===== src/rtl/pipe_ctrl_pkg.sv =====
`default_nettype none
// ============================================================================
// Module  : pipe_ctrl_pkg
// Purpose : Shared types and constants for the pipeline stall/flush sequencer.
//           pc_state_t     - multiply occupancy FSM state
//           pipe_ctl_t     - bundle of per-pipe-register we/flush controls
//           CTL_*          - canned control bundles for each pipeline mode
// Revision: 1.0  initial release
// ============================================================================
package pipe_ctrl_pkg;

    localparam int MUL_LATENCY_MAX = 8;

    typedef enum logic {
        PC_RUN = 1'b0,
        PC_MUL = 1'b1
    } pc_state_t;

    typedef struct packed {
        logic pc_we;
        logic if_id_we;
        logic if_id_flush;
        logic id_ex_we;
        logic id_ex_flush;
        logic ex_mem_we;
        logic ex_mem_flush;
        logic mem_wb_we;
    } pipe_ctl_t;

    // Everything held, every flushable register loads a bubble.
    localparam pipe_ctl_t CTL_RESET   = '{pc_we: 1'b0, if_id_we: 1'b0, if_id_flush: 1'b1,
                                          id_ex_we: 1'b0, id_ex_flush: 1'b1, ex_mem_we: 1'b0,
                                          ex_mem_flush: 1'b1, mem_wb_we: 1'b0};
    // Free-running pipeline.
    localparam pipe_ctl_t CTL_DEFAULT = '{pc_we: 1'b1, if_id_we: 1'b1, if_id_flush: 1'b0,
                                          id_ex_we: 1'b1, id_ex_flush: 1'b0, ex_mem_we: 1'b1,
                                          ex_mem_flush: 1'b0, mem_wb_we: 1'b1};
    // Front end and EX frozen; older work drains and a bubble enters MEM.
    localparam pipe_ctl_t CTL_MUL     = '{pc_we: 1'b0, if_id_we: 1'b0, if_id_flush: 1'b0,
                                          id_ex_we: 1'b0, id_ex_flush: 1'b0, ex_mem_we: 1'b1,
                                          ex_mem_flush: 1'b1, mem_wb_we: 1'b1};

endpackage
`default_nettype wire


===== src/rtl/pipe_ctrl_if.sv =====
`default_nettype none
// ============================================================================
// Module  : pipe_ctrl_if
// Purpose : Hazard inputs and pipe-register controls between the pipeline
//           datapath and the stall/flush sequencer.
//   master : sequencer side (consumes hazards, drives controls and counters)
//   slave  : datapath side  (drives hazards, consumes controls)
// Revision: 1.0  initial release
// ============================================================================
interface pipe_ctrl_if #(
    parameter int PERF_W = 32
);
    logic              ld_hazard;
    logic              ex_mul_valid;
    logic              ex_redirect;
    logic              pc_we;
    logic              if_id_we;
    logic              if_id_flush;
    logic              id_ex_we;
    logic              id_ex_flush;
    logic              ex_mem_we;
    logic              ex_mem_flush;
    logic              mem_wb_we;
    logic              mul_busy;
    logic              mul_done;
    logic [PERF_W-1:0] stall_cycles;
    logic [PERF_W-1:0] flush_count;

    modport master (
        input  ld_hazard, ex_mul_valid, ex_redirect,
        output pc_we, if_id_we, if_id_flush, id_ex_we, id_ex_flush,
               ex_mem_we, ex_mem_flush, mem_wb_we, mul_busy, mul_done,
               stall_cycles, flush_count
    );

    modport slave (
        output ld_hazard, ex_mul_valid, ex_redirect,
        input  pc_we, if_id_we, if_id_flush, id_ex_we, id_ex_flush,
               ex_mem_we, ex_mem_flush, mem_wb_we, mul_busy, mul_done,
               stall_cycles, flush_count
    );
endinterface
`default_nettype wire


===== src/rtl/sat_counter.sv =====
`default_nettype none
// ============================================================================
// Module  : sat_counter
// Purpose : W-bit up counter that sticks at all-ones instead of wrapping.
//   clock  in  1  system clock
//   reset  in  1  synchronous, active-high; clears count
//   inc    in  1  count this cycle
//   count  out W  current value
// Revision: 1.0  initial release
// ============================================================================
module sat_counter #(
    parameter int W = 32
) (
    input  wire logic         clock,
    input  wire logic         reset,
    input  wire logic         inc,
    output logic [W-1:0]      count
);

    always_ff @(posedge clock) begin
        if (reset) begin
            count <= '0;
        end else if (inc && (count != {W{1'b1}})) begin
            count <= count + W'(1);
        end
    end

endmodule
`default_nettype wire


===== src/rtl/pipe_ctrl.sv =====
`default_nettype none
// ============================================================================
// Module  : pipe_ctrl
// Purpose : Stall/flush sequencer for the 5-stage pipeline. Merges load-use
//           hazards, multi-cycle multiply occupancy of EX and EX redirects
//           into per-pipe-register we/flush controls (combinational from the
//           registered FSM state and current inputs). Also keeps saturating
//           counts of stalled cycles and redirect flushes.
//   clock  in  1  system clock
//   reset  in  1  synchronous, active-high
//   bus    pipe_ctrl_if.master  hazards in, controls/counters out
// Revision: 1.0  initial release
// ============================================================================
module pipe_ctrl
    import pipe_ctrl_pkg::*;
#(
    parameter int MUL_LATENCY = 4,
    parameter int CNT_W       = 3,
    parameter int PERF_W      = 32
) (
    input  wire logic   clock,
    input  wire logic   reset,
    pipe_ctrl_if.master bus
);

    localparam logic [CNT_W-1:0] C_MUL_LAST = CNT_W'(MUL_LATENCY - 1);

    pc_state_t        r_state;
    logic [CNT_W-1:0] r_mul_cnt;

    pipe_ctl_t   w_ctl;
    logic        w_mul_busy;
    logic        w_mul_done;
    logic        w_redirect;
    logic        w_mul_last;
    logic [PERF_W-1:0] w_stall_cycles;
    logic [PERF_W-1:0] w_flush_count;

    assign w_mul_last = (r_state == PC_MUL) && (r_mul_cnt == C_MUL_LAST);

    // Priority: reset > multiply > redirect > load-use > default.
    // Once a multiply owns EX, redirect/load-use are ignored until it retires;
    // the frozen ID instruction is simply re-evaluated afterwards.
    always_comb begin
        w_ctl      = CTL_DEFAULT;
        w_mul_busy = 1'b0;
        w_mul_done = 1'b0;
        w_redirect = 1'b0;
        if (reset) begin
            w_ctl = CTL_RESET;
        end else if (r_state == PC_MUL) begin
            if (w_mul_last) begin
                w_mul_done = 1'b1;
            end else begin
                w_ctl      = CTL_MUL;
                w_mul_busy = 1'b1;
            end
        end else if (bus.ex_mul_valid) begin
            w_ctl      = CTL_MUL;
            w_mul_busy = 1'b1;
        end else if (bus.ex_redirect) begin
            // Younger instructions in IF and ID are squashed; a concurrent
            // load-use hazard belongs to a squashed instruction.
            w_ctl.if_id_flush = 1'b1;
            w_ctl.id_ex_flush = 1'b1;
            w_redirect        = 1'b1;
        end else if (bus.ld_hazard) begin
            w_ctl.pc_we       = 1'b0;
            w_ctl.if_id_we    = 1'b0;
            w_ctl.id_ex_flush = 1'b1;
        end
    end

    // Multiply occupancy FSM: entry cycle is count 0 (in RUN), MUL counts
    // 1..MUL_LATENCY-1, and the last count is the retire cycle.
    always_ff @(posedge clock) begin
        if (reset) begin
            r_state   <= PC_RUN;
            r_mul_cnt <= '0;
        end else if (r_state == PC_RUN) begin
            if (bus.ex_mul_valid) begin
                r_state   <= PC_MUL;
                r_mul_cnt <= CNT_W'(1);
            end
        end else begin
            if (w_mul_last) begin
                r_state   <= PC_RUN;
                r_mul_cnt <= '0;
            end else begin
                r_mul_cnt <= r_mul_cnt + CNT_W'(1);
            end
        end
    end

    // pc_we is forced low during reset, but the counter clears then anyway.
    sat_counter #(.W(PERF_W)) u_stall_cnt (
        .clock (clock),
        .reset (reset),
        .inc   (~w_ctl.pc_we),
        .count (w_stall_cycles)
    );

    sat_counter #(.W(PERF_W)) u_flush_cnt (
        .clock (clock),
        .reset (reset),
        .inc   (w_redirect),
        .count (w_flush_count)
    );

    assign bus.pc_we        = w_ctl.pc_we;
    assign bus.if_id_we     = w_ctl.if_id_we;
    assign bus.if_id_flush  = w_ctl.if_id_flush;
    assign bus.id_ex_we     = w_ctl.id_ex_we;
    assign bus.id_ex_flush  = w_ctl.id_ex_flush;
    assign bus.ex_mem_we    = w_ctl.ex_mem_we;
    assign bus.ex_mem_flush = w_ctl.ex_mem_flush;
    assign bus.mem_wb_we    = w_ctl.mem_wb_we;
    assign bus.mul_busy     = w_mul_busy;
    assign bus.mul_done     = w_mul_done;
    assign bus.stall_cycles = w_stall_cycles;
    assign bus.flush_count  = w_flush_count;

endmodule
`default_nettype wire


===== src/flat_wrapper.sv =====
// flat-port wrapper written by rule: the top's interface ports become plain ports
module pipe_ctrl_flat import pipe_ctrl_pkg::*;
#(
    parameter int MUL_LATENCY = 4,
    parameter int CNT_W       = 3,
    parameter int PERF_W      = 32
)
  (clock, reset, bus_ld_hazard, bus_ex_mul_valid, bus_ex_redirect, bus_pc_we, bus_if_id_we, bus_if_id_flush, bus_id_ex_we, bus_id_ex_flush, bus_ex_mem_we, bus_ex_mem_flush, bus_mem_wb_we, bus_mul_busy, bus_mul_done, bus_stall_cycles, bus_flush_count);
  pipe_ctrl_if #(.PERF_W(PERF_W)) bus_i ();
  input  wire logic clock;
  input  wire logic reset;
  input wire logic [$bits(bus_i.ld_hazard)-1:0] bus_ld_hazard;
  input wire logic [$bits(bus_i.ex_mul_valid)-1:0] bus_ex_mul_valid;
  input wire logic [$bits(bus_i.ex_redirect)-1:0] bus_ex_redirect;
  output wire logic [$bits(bus_i.pc_we)-1:0] bus_pc_we;
  output wire logic [$bits(bus_i.if_id_we)-1:0] bus_if_id_we;
  output wire logic [$bits(bus_i.if_id_flush)-1:0] bus_if_id_flush;
  output wire logic [$bits(bus_i.id_ex_we)-1:0] bus_id_ex_we;
  output wire logic [$bits(bus_i.id_ex_flush)-1:0] bus_id_ex_flush;
  output wire logic [$bits(bus_i.ex_mem_we)-1:0] bus_ex_mem_we;
  output wire logic [$bits(bus_i.ex_mem_flush)-1:0] bus_ex_mem_flush;
  output wire logic [$bits(bus_i.mem_wb_we)-1:0] bus_mem_wb_we;
  output wire logic [$bits(bus_i.mul_busy)-1:0] bus_mul_busy;
  output wire logic [$bits(bus_i.mul_done)-1:0] bus_mul_done;
  output wire logic [$bits(bus_i.stall_cycles)-1:0] bus_stall_cycles;
  output wire logic [$bits(bus_i.flush_count)-1:0] bus_flush_count;
  assign bus_i.ld_hazard = bus_ld_hazard;
  assign bus_i.ex_mul_valid = bus_ex_mul_valid;
  assign bus_i.ex_redirect = bus_ex_redirect;
  assign bus_pc_we = bus_i.pc_we;
  assign bus_if_id_we = bus_i.if_id_we;
  assign bus_if_id_flush = bus_i.if_id_flush;
  assign bus_id_ex_we = bus_i.id_ex_we;
  assign bus_id_ex_flush = bus_i.id_ex_flush;
  assign bus_ex_mem_we = bus_i.ex_mem_we;
  assign bus_ex_mem_flush = bus_i.ex_mem_flush;
  assign bus_mem_wb_we = bus_i.mem_wb_we;
  assign bus_mul_busy = bus_i.mul_busy;
  assign bus_mul_done = bus_i.mul_done;
  assign bus_stall_cycles = bus_i.stall_cycles;
  assign bus_flush_count = bus_i.flush_count;
  pipe_ctrl #(.MUL_LATENCY(MUL_LATENCY), .CNT_W(CNT_W), .PERF_W(PERF_W)) u_core (.clock(clock), .reset(reset), .bus(bus_i));
endmodule

===== config.mk =====
export PLATFORM = sky130hd
export DESIGN_NAME = pipe_ctrl_flat
export DESIGN_NICKNAME = d
export VERILOG_FILES = /design/src/rtl/pipe_ctrl_pkg.sv /design/src/rtl/pipe_ctrl_if.sv /design/src/rtl/sat_counter.sv /design/src/rtl/pipe_ctrl.sv /design/src/flat_wrapper.sv
export SDC_FILE = /design/constraint.sdc
export NUM_CORES = 1
export LEC_CHECK = 0
export CORE_ASPECT_RATIO = 0.5
export CORE_MARGIN = 1.5
export CORE_UTILIZATION = 30
export DETAILED_ROUTE_END_ITERATION = 8
export SKIP_LAST_GASP = 1
export SLEW_MARGIN = 20
export SYNTH_ARGS = -nofsm -noshare
export SYNTH_HDL_FRONTEND = slang
export SYNTH_SLANG_ARGS = --single-unit

===== constraint.sdc =====
create_clock -name clock -period 3.4 [get_ports clock]
set_clock_uncertainty 0.2 [all_clocks]
set_input_delay 0.68 -clock clock [delete_from_list [all_inputs] [get_ports clock]]
set_output_delay 0.68 -clock clock [all_outputs]
set_load 0.01 [all_outputs]

==> flow_metrics.py <==
metrics = {
    "synthesis": {
        "synth-seq-area-share_pct": 39.0,
        "netlist_top_cells_area": "dfxtp_1 (39%), a21oi_1 (7.3%), or3_1 (5.0%)",
        "synth_cell_types": 45,
        "netlist_instances": 425,
        "avgSynthCellArea_um2": 8.20,
        "synth-edff-count": 0,
        "netlist_area_mm2": 0.00349,
        "yosysTopAreaCell": "dfxtp_1",
        "postSynthNetCount": 433,
        "ys.warnings.count": 0,
        "yosysTopAreaCellShare_pct": 39.0,
        "synthArstFlopShare_pct": 0,
        "synthFlopType": "dfxtp_1",
        "ys_ff_latch": 68,
    },
    "grt": {
        "grt_remaining_overflow": 0,
        "antenna_found_initial": 0,
        "grt_usage_pct": 15.4,
        "first_global_vias": 3084,
        "grt_max_degree": 50,
        "grt_first_pass_wirelength_um": 15300,
    },
    "clock_network": {
        "cts_tree": "done",
        "cts_max_level": 3,
        "clk_latency_ns": 0.33,
        "clock_sinks": 68,
        "root_buffer": "clkbuf_16",
        "post_cts_buffers": 0,
        "clockBufferDepth": 2,
        "hold_buffers": 0,
        "clkTransAtPathRegs_ns": 0.06,
        "cts_resized": 0,
        "cts_buffers": 9,
    },
    "placed_design": {
        "post_dp_cell_area_mm2": 0.00442,
        "hpwl_um": 6470,
        "placed_cells": 637,
        "gp_congestion": 0.780,
        "port_buffers": 78,
    },
    "final_layout": {
        "fin_cells": 653,
        "syn2layout_area_growth_pct": 36.9,
        "antennaDiodeCount": 0,
        "fin_area_mm2": 0.00477,
        "nets": 511,
        "n_fill_cell": 1098,
        "mostFrequentLayoutCell": "clkdlybuf4s50_1",
        "final_cell_mix": "clkdlybuf4s50_1 (77), dfxtp_1 (68), a21oi_1 (51)",
        "layout-drive-gt1-share_pct": 8.07,
    },
    "sta": {
        "holdWs_ns": 0.292,
        "final-hold-violation-count": 0,
        "rsz0062_at_grt": "no",
        "max_slew_margin_pct": 40.1,
        "tns_ns": 0,
        "maxSlewViolCount": 0,
        "min_period_ns": 3.18,
        "setup_violations": 0,
        "period_share_pct": 93.4,
        "max_freq_mhz": 315,
        "worstMarginPinSlew_ns": 0.894,
    },
    "outcome": {
        "status": "finished, final reports clean",
    },
    "critical_path": {
        "cp.arrival_ns": 2.30,
        "criticalPathCategory": "in2out",
        "r2r-start": "u_core.u_stall_cnt.count[12]",
        "cp-start-kind": "input pin",
        "r2r-end": "u_core.u_stall_cnt.count[13]",
        "reg2reg_depth": 6,
        "worst_ep_required_time_ns": 2.52,
        "rrSetupSlack_ns": 0.66,
        "cp-startpoint": "bus_ex_redirect",
        "critical_path.endpoint_type": "primary output",
        "crit_fanout": 4,
    },
    "route": {
        "vias": 3492,
        "drtIter0Drc": 186,
        "ant_nets": 0,
        "routed_via_density": 5.35,
        "drt-wirelength-per-cell_um": 14.1,
        "drt_first_pass_iters": 4,
        "wirelength_um": 9210,
        "drc": 0,
    },
    "run": {
        "max-cap-violations": 0,
    },
    "floorplanning": {
        "num_rows": 27,
        "core_mm2": 0.0111,
        "die_y_um": 79.2,
        "start_util_pct": 31.3,
        "die_w_um": 155,
        "die_area_mm2": 0.0123,
        "ios": 79,
    },
    "hold_path": {
        "min_path_type": "reg2reg",
        "whs_path_depth": 2,
        "holdPathEnd": "u_core.u_flush_cnt.count[30]",
        "hp-start": "u_core.u_flush_cnt.count[30]",
    },
    "power": {
        "p_total_uw": 1990,
        "power.density_mw_per_mm2": 416,
        "cellLeakagePower_uw": 0.00149,
        "peakVddDrop_mv": 0.201,
    },
}
==> logic make-up after synthesis <==
kind of cell	count (synthesis)	synth area share, %
xor gates and xnor gates	6	1.51
DFF	68	39.0
adders and majority gates	3	1.08
AOI/OAI and AO/OA	124	21.5
muxes	8	2.55
buffers and inverters	34	4.48
and+or+nand+nor	182	29.8
==> per-stage QoR <==
step | setup WS (ns) | utilization, %
final | 0.223 | 42.8
after global routing | 0.145 | 42.8
after CTS | 0.200 | 42.8
after detailed placement | 0.191 | 39.7
after global placement | 0.235 | 39.7
after floorplan | 0.625 | -
==> critical path, stage by stage <==
cell,delay [ns]
clkdlybuf4s50_1,0.52
nor2b_1,0.08
o31a_1,0.28
nor2_1,0.17
clkdlybuf4s50_1,0.57
==> flip-flops by register name, indices dropped and copies added (netlist names) <==
name                      cells
u_core.r_mul_cnt              3
u_core.r_state                1
u_core.u_flush_cnt.count     32
u_core.u_stall_cnt.count     32
==> power breakdown <==
| group | switching (µW) | internal, µW | total, µW |
|---|---|---|---|
| clock network | 348 | 736 | 1080 |
| logic | 50.8 | 40.1 | 90.9 |
| registers | 8.06 | 804 | 812 |
| total | 407 | 1580 | 1990 |
==> cell usage after synthesis, drive strengths merged, types with 2 or more instances <==
library cell / n
nor3: 6
or4: 22
o211ai: 6
nand3: 21
o2111ai: 5
o31a: 2
or3: 28
o21a: 2
and2: 3
inv: 10
nor2: 25
nand2: 28
xnor2: 3
nand4: 13
dfxtp: 68
and4: 9
o31ai: 22
mux2: 7
nand3b: 2
nor4: 7
o21ai: 31
o311ai: 2
xor2: 3
or2: 2
and3: 6
nor2b: 8
clkbuf: 17
a21oi: 51
ha: 3
buf: 7
==> layer usage <==
layer	wire (µm)	GRT usage [%]
met5	0	0
met4	82	4.00
met3	280	3.88
met2	4140	24.3
met1	4710	21.0
==> cell type report <==
type	count	area, µm²	share of cell area, %
tap	145	181	3.80
sequential	68	1360	28.5
clock inverter	6	111	2.33
timing repair buffer	91	873	18.3
multi-input combinational	323	1970	41.3
clock buffer	10	239	5.01
inverter	10	37.5	0.786
==> worst max-delay path by stage <==
| stage | endpoint | slack, ns |
|---|---|---|
| finish | bus_pc_we | 0.22 |
| global route | bus_if_id_we | 0.15 |
| CTS | bus_if_id_we | 0.20 |
| detailed placement | u_core.u_flush_cnt.count[19] | 0.19 |
| global placement | bus_if_id_we | 0.23 |
| floorplan | u_core.u_flush_cnt.count[13] | 0.62 |
Power figures use the tool's default switching activity.
